## config.mk

```make
export PLATFORM = sky130hd
export DESIGN_NAME = vga_sync_gen
export DESIGN_NICKNAME = d
export VERILOG_FILES = /design/src/rtl/vga_sync_gen.sv
export SDC_FILE = /design/constraint.sdc
export NUM_CORES = 1
export LEC_CHECK = 0
export ABC_AREA = 1
export CORE_UTILIZATION = 53
export CTS_BUF_LIST = sky130_fd_sc_hd__clkbuf_16
export DETAILED_ROUTE_END_ITERATION = 7
export PLACE_DENSITY = 0.86
export SETUP_SLACK_MARGIN = 0.05
export SYNTH_ARGS = -nofsm -noshare
export SYNTH_HDL_FRONTEND = slang
export SYNTH_SLANG_ARGS = --single-unit
export TNS_END_PERCENT = 100
```

## constraint.sdc

```tcl
create_clock -name clk_vga -period 1.9 [get_ports clk_vga]
set_clock_uncertainty 0.15 [all_clocks]
set_input_delay 0.285 -clock clk_vga [delete_from_list [all_inputs] [get_ports clk_vga]]
set_output_delay 0.285 -clock clk_vga [all_outputs]
set_load 0.03 [all_outputs]
```

## src/rtl/vga_sync_gen.sv

```systemverilog
// Raster timing generator: pixel-tick divider, h/v counters, delayed sync/blank,
// frame-start pulse and frame counter for the room renderers.
module vga_sync_gen #(
  parameter int unsigned H_ACTIVE = 640,
  parameter int unsigned H_FP     = 16,
  parameter int unsigned H_SYNC   = 96,
  parameter int unsigned H_BP     = 48,
  parameter int unsigned V_ACTIVE = 480,
  parameter int unsigned V_FP     = 10,
  parameter int unsigned V_SYNC   = 2,
  parameter int unsigned V_BP     = 33,
  parameter int unsigned PIX_DIV  = 4,
  parameter logic        SYNC_POL = 1'b0,
  parameter int unsigned PIPE_DLY = 1
) (
  input  logic       clk_vga,
  input  logic       rst,
  output logic [9:0] CurrentX,
  output logic [8:0] CurrentY,
  output logic       pix_tick,
  output logic       hsync,
  output logic       vsync,
  output logic       blank,
  output logic       active,
  output logic       frame_start,
  output logic [7:0] frame_count
);

  localparam int unsigned H_TOTAL = H_ACTIVE + H_FP + H_SYNC + H_BP;
  localparam int unsigned V_TOTAL = V_ACTIVE + V_FP + V_SYNC + V_BP;
  localparam int unsigned H_SYNC_START = H_ACTIVE + H_FP;
  localparam int unsigned H_SYNC_END   = H_ACTIVE + H_FP + H_SYNC - 1;
  localparam int unsigned V_SYNC_START = V_ACTIVE + V_FP;
  localparam int unsigned V_SYNC_END   = V_ACTIVE + V_FP + V_SYNC - 1;
  localparam logic [2:0]  PIPE_RST     = {~SYNC_POL, ~SYNC_POL, 1'b1};

  logic [3:0] r_div;
  logic [9:0] r_h_cnt;
  logic [9:0] r_v_cnt;
  logic       r_pix_tick;
  logic       r_frame_start;
  logic [7:0] r_frame_count;
  logic [2:0] r_d1;
  logic [2:0] r_d2;
  logic [2:0] r_d3;

  logic       w_div_wrap;
  logic       w_h_last;
  logic       w_v_last;
  logic       w_active;
  logic       w_hsync_raw;
  logic       w_vsync_raw;
  logic [2:0] w_raw;
  logic [2:0] w_dly_out;

  assign w_div_wrap = (r_div == 4'(PIX_DIV - 1));
  assign w_h_last   = (r_h_cnt == 10'(H_TOTAL - 1));
  assign w_v_last   = (r_v_cnt == 10'(V_TOTAL - 1));

  always_ff @(posedge clk_vga or posedge rst) begin
    if (rst) begin
      r_div         <= '0;
      r_h_cnt       <= '0;
      r_v_cnt       <= '0;
      r_pix_tick    <= 1'b0;
      r_frame_start <= 1'b0;
      r_frame_count <= '0;
    end else begin
      r_pix_tick    <= w_div_wrap;
      r_frame_start <= 1'b0;
      if (w_div_wrap) begin
        r_div <= '0;
        if (w_h_last) begin
          r_h_cnt <= '0;
          if (w_v_last) begin
            r_v_cnt       <= '0;
            r_frame_start <= 1'b1;
            r_frame_count <= r_frame_count + 8'd1;
          end else begin
            r_v_cnt <= r_v_cnt + 10'd1;
          end
        end else begin
          r_h_cnt <= r_h_cnt + 10'd1;
        end
      end else begin
        r_div <= r_div + 4'd1;
      end
    end
  end

  assign w_active    = (r_h_cnt < 10'(H_ACTIVE)) && (r_v_cnt < 10'(V_ACTIVE));
  assign w_hsync_raw = ((r_h_cnt >= 10'(H_SYNC_START)) && (r_h_cnt <= 10'(H_SYNC_END)))
                       ? SYNC_POL : ~SYNC_POL;
  assign w_vsync_raw = ((r_v_cnt >= 10'(V_SYNC_START)) && (r_v_cnt <= 10'(V_SYNC_END)))
                       ? SYNC_POL : ~SYNC_POL;
  assign w_raw       = {w_hsync_raw, w_vsync_raw, ~w_active};

  // Fixed 3-deep chain; PIPE_DLY picks the tap, unused stages are pruned.
  always_ff @(posedge clk_vga or posedge rst) begin
    if (rst) begin
      r_d1 <= PIPE_RST;
      r_d2 <= PIPE_RST;
      r_d3 <= PIPE_RST;
    end else begin
      r_d1 <= w_raw;
      r_d2 <= r_d1;
      r_d3 <= r_d2;
    end
  end

  always_comb begin
    w_dly_out = w_raw;
    case (PIPE_DLY)
      0:       w_dly_out = w_raw;
      1:       w_dly_out = r_d1;
      2:       w_dly_out = r_d2;
      default: w_dly_out = r_d3;
    endcase
  end

  assign CurrentX    = r_h_cnt;
  assign CurrentY    = (r_v_cnt < 10'(V_ACTIVE)) ? r_v_cnt[8:0] : 9'(V_ACTIVE - 1);
  assign pix_tick    = r_pix_tick;
  assign hsync       = w_dly_out[2];
  assign vsync       = w_dly_out[1];
  assign blank       = w_dly_out[0];
  assign active      = w_active;
  assign frame_start = r_frame_start;
  assign frame_count = r_frame_count;

endmodule

```

Yosys cells after proc, flatten, opt, wreduce, memory -nomap -nowiden
Cells that the tools add are included.

cells by class
  $add $sub $neg = 4
  magnitude comparators = 6
  equality and inequality tests = 3
  multiplexer cells = 9
  bitwise operators = 1
  reduce and logical (&&, ||, !) cells = 5

operators by type and width
  kind                   number
  $add 10x1->10 const B  2
  $eq 10x10->1 const B   2
  $mux 10                2
  $ge 10x10->1 const B   1
  $ge 10x9->1 const B    1
  $le 10x10->1 const B   1
  $le 10x9->1 const B    1
  $lt 10x10->1 const B   1
  $lt 10x9->1 const B    1
  $mux 9                 1
  $add 8x1->8 const B    1
  $mux 1                 5
  $add 4x1->4 const B    1
  $eq 4x2->1 const B     1
  $mux 4                 1
  $logic_and 1x1->1      3
  $reduce_and 3->1       1
  $reduce_and 2->1       1
  $not 1->1              1

word-level totals
  flip-flop bits (word level) = 37
  input bits = 2
  output and inout port bits = 33
  word-level logic and storage cells = 35

Logic depth before layout (Yosys ltp)
  depth after elaboration = 4
  gate-level depth with buffers = 10
  gate-level depth less buffers = 10

Worst setup path before layout
OpenSTA, ideal clock, no wires.

  kind = register to output
  start = reg r_h_cnt[7], in the netlist CurrentX[7]
  end = out active
  data arrival time = 1542 ps
  data required time = 1465 ps
  path slack = -77 ps
  cell stages (with the launch flop) = 5
  path buffers = 1
  cells stage by stage = dfrtp_1 > buf_2 > nand2_1 > nor2_1 > nor3_1

between the ends
  word-level cells in the longest chain between the ends = 2

RTL lines
  what                    RTL line  text
  start, declared         38        logic [9:0] r_h_cnt;
  start signal, assigned  83        r_h_cnt <= r_h_cnt + 10'd1;
  $lt 10x10->1            91        assign w_active = (r_h_cnt < 10'(H_ACTIVE)) && (r_v_cnt < 10'(V_ACTIVE));
  $logic_and 1x1->1       91
  end, declared           24        output logic active,

Every way passes these cells.

Worst setup path in the final report
  start = reg r_v_cnt[7]
  end = out CurrentY[3]

between the ends
  word-level cells in the longest chain between the ends = 2

RTL lines
  what                    RTL line  text
  start, declared         39        logic [9:0] r_v_cnt;
  start signal, assigned  80        r_v_cnt <= r_v_cnt + 10'd1;
  $lt 10x9->1             122       assign CurrentY = (r_v_cnt < 10'(V_ACTIVE)) ? r_v_cnt[8:0] : 9'(V_ACTIVE - 1);
  $mux 9                  122
  end, declared           19        output logic [8:0] CurrentY,

Every way passes these cells.

==> results.json <==
{
  "worst_setup_path_start_kind": "flop",
  "p_seq_frac": 0.494,
  "die_y_um": 65.8,
  "syn_nets": 274,
  "p_leak_uw": 0.00154,
  "yosysSeqAreaShare": 0.430,
  "area_growth_pct": 32.7,
  "clock_sinks": 37,
  "hold_viol_final": 0,
  "n_antenna_cell": 0,
  "clk_latency_ps": 280,
  "antenna_left": 0,
  "gp_congestion": 0.964,
  "p_clk_frac": 0.494,
  "synth.avg_cell_area_sq_um": 8.15,
  "arrival_ps": 1410,
  "synth-seq-cells": 37,
  "worstSetupPathType": "reg -> out",
  "max_freq_ghz": 0.541,
  "grt_overflow": 0,
  "dr.pass1.iters": 4,
  "dpl.cell_count": 360,
  "pwr-share-comb": 0.012,
  "num_vias": 1976,
  "grt_pass1_wl_um": 8110,
  "viasPerCell": 5.31,
  "hold_path.class": "in -> async",
  "drc": 0,
  "drive_gt1_frac": 0.228,
  "rsz0062_at_grt": "yes",
  "post-route-period-util": 0.972,
  "maxCapViolations": 0,
  "cts_root_buf": "clkbuf_16",
  "coreArea_sq_mm": 0.00377,
  "tightestPinTransition_ps": 474,
  "setup_viol": 0,
  "initial_core_util": 0.573,
  "ioPinCount": 35,
  "synth_area_leaders": "dfrtp_1 (39%), nand2_1 (13%), nand3_1 (5.1%), inv_1 (4.7%), ha_1 (4.1%)",
  "grt_pass1_vias": 1813,
  "port_buffers": 34,
  "yosysTopAreaCellShare": 0.394,
  "ys.warnings.count": 0,
  "maxSlewHeadroom": 0.684,
  "die-area_sq_mm": 0.00433,
  "die_x_um": 65.8,
  "synth-main-ff-cell": "dfrtp_1",
  "rows": 22,
  "tns_ps": 0,
  "finalNetCount": 332,
  "power_uw": 1600,
  "cp-end-kind": "primary output",
  "wl_um": 4930,
  "clock_path_buffers": 2,
  "p_int_uw": 1270,
  "antenna_found_initial": 0,
  "fin_cells": 372,
  "outcome": "complete, no violations",
  "switching_share": 0.205,
  "synthDistinctLibCells": 34,
  "wl_per_cell_um": 13.3,
  "yosysMostFrequentCell": "nand2_1",
  "drtIter0Drc": 95,
  "netlist_area_sq_mm": 0.00216,
  "slew_viol_final": 0,
  "tritoncts": "done",
  "synth_edf_count": 0,
  "cts_buffers": 5,
  "htreeDepth": 2,
  "holdWs_ps": 268,
  "grt_usage": 0.252,
  "switchingPower_uw": 327,
  "synth_commonest_cells": "nand2_1 (75), dfrtp_1 (34), inv_1 (27)",
  "path_clk_slew_ps": 60,
  "synth_top_cell_by_area": "dfrtp_1",
  "crit_fanout": 2,
  "layout_min_cycle_time_ps": 1850,
  "ir_worst_vdd_uv": 462,
  "place_hpwl_um": 3390,
  "power_density_mw_per_mm2": 557,
  "grt_max_degree": 38,
  "async_flop_share": 1.00,
  "critPathRequiredTime_ps": 1460,
  "netlist_instances": 265
}
per-layer routing:
layer | global-route usage | vias up | wire, um | part of all wire
met1 | 0.324 | 932 | 2140 | 0.43
met5 | 0 | - | 0 | 0
li1 | - | 959 | - | -
met2 | 0.406 | 67 | 2420 | 0.49
met4 | 0.0951 | 0 | 121 | 0.025
met3 | 0.0655 | 18 | 250 | 0.051
stage by stage:
step	utilization	setup slack (ps)	cell area, sq um
3_5_place_dp	0.698	-33.6	2630
3_3_place_gp	0.698	4.45	2630
2_1_floorplan	-	103	2160
5_1_grt	0.760	19.7	2870
4_1_cts	0.737	48.2	2780
6_report	0.760	52.5	2870
power by group through the flow:
stage | Sequential (uW) | Combinational [uW] | Clock, uW
final | 789 | 18.7 | 788
after global routing | 788 | 22.3 | 832
after CTS | 789 | 19.5 | 799
after detailed placement | 802 | 19.7 | 0
after global placement | 802 | 19.4 | 0
after floorplan | 802 | 11.5 | 0
area by class of cell:
| class | instances | area [sq um] |
|---|---|---|
| inverter | 34 | 128 |
| fill | 272 | 906 |
| multi-input combinational | 190 | 1100 |
| timing repair buffer | 55 | 505 |
| tap | 48 | 60.1 |
| sequential | 37 | 933 |
| clock inverter | 3 | 15.0 |
| clock buffer | 5 | 125 |
flip-flops by register name (all words and copies together) (netlist names):
name	cells
CurrentX	10
frame_start	1
frame_count	8
r_div	4
pix_tick	1
r_d1	3
r_v_cnt	10
repair_timing:
| item | CTS | global route |
|---|---|---|
| setup endpoints to repair | 23 | 29 |
| hold buffers | 0 | 0 |
| gates cloned | 0 | 0 |
| buffers inserted | 1 | 3 |
| gates resized for setup | 21 | 25 |
| pin swaps | 0 | 2 |
kinds of logic after synthesis:
logic type,after synthesis,synth area share
compound gates,18,0.0458
xor+xnor,13,0.0527
fa+ha+maj,7,0.0406
buf+inv,38,0.0771
flops,37,0.430
simple gates,152,0.353
path summary, 6_finish.rpt:
kind                                    startpoint                       to  slack, ps  cells past startpoint
max in group asynchronous                      rst  CurrentX[8]$_DFFE_PP0N_        970                      3
min in group clk_vga            r_div[0]$_DFF_PP0_       r_div[0]$_DFF_PP0_        320                      1
setup reg to reg           CurrentX[0]$_DFFE_PP0N_   r_v_cnt[5]$_DFFE_PP0P_        160                      8
hold / removal                                 rst       pix_tick$_DFF_PP0_        270                      3
hold reg to reg                 r_div[0]$_DFF_PP0_       r_div[0]$_DFF_PP0_        320                      1
setup / recovery            r_v_cnt[7]$_DFFE_PP0P_              CurrentY[3]         50                      5
layout by cell type (no fill, tap or decap), types with 2 or more instances in the layout:
| cell | Yosys | routed |
|---|---|---|
| nand2_1 | 75 | 73 |
| dfrtp_1 | 34 | 31 |
| inv_1 | 27 | 27 |
| nand3_1 | 22 | 22 |
| nor2_1 | 22 | 21 |
| buf_4 | 0 | 19 |
| dlygate4sd2_1 | 0 | 14 |
| buf_6 | 3 | 10 |
| xor2_1 | 9 | 9 |
| inv_2 | 6 | 8 |
| o21ai_0 | 6 | 6 |
| nand4_1 | 6 | 6 |
| o21ai_1 | 6 | 6 |
| ha_1 | 7 | 6 |
| clkdlybuf4s50_1 | 0 | 6 |
| clkbuf_16 | 0 | 5 |
| dlymetal6s2s_1 | 0 | 5 |
| nor3_1 | 5 | 4 |
| xnor2_1 | 4 | 4 |
| nand2_2 | 2 | 4 |
| nor2_2 | 3 | 4 |
| dfrtp_2 | 0 | 3 |
| nor2_4 | 3 | 3 |
| a21oi_1 | 3 | 3 |
| nand3b_1 | 3 | 3 |
| dfstp_2 | 3 | 3 |
| nor3_2 | 2 | 2 |
| or2_2 | 2 | 2 |
worst max-delay path: stages, from the launching register on:
cell,delay (ps)
dfrtp_1,390
nand2_2,110
o31ai_4,60
buf_4,150
or2_2,280
buf_6,140
Power figures use the tool's default switching activity.
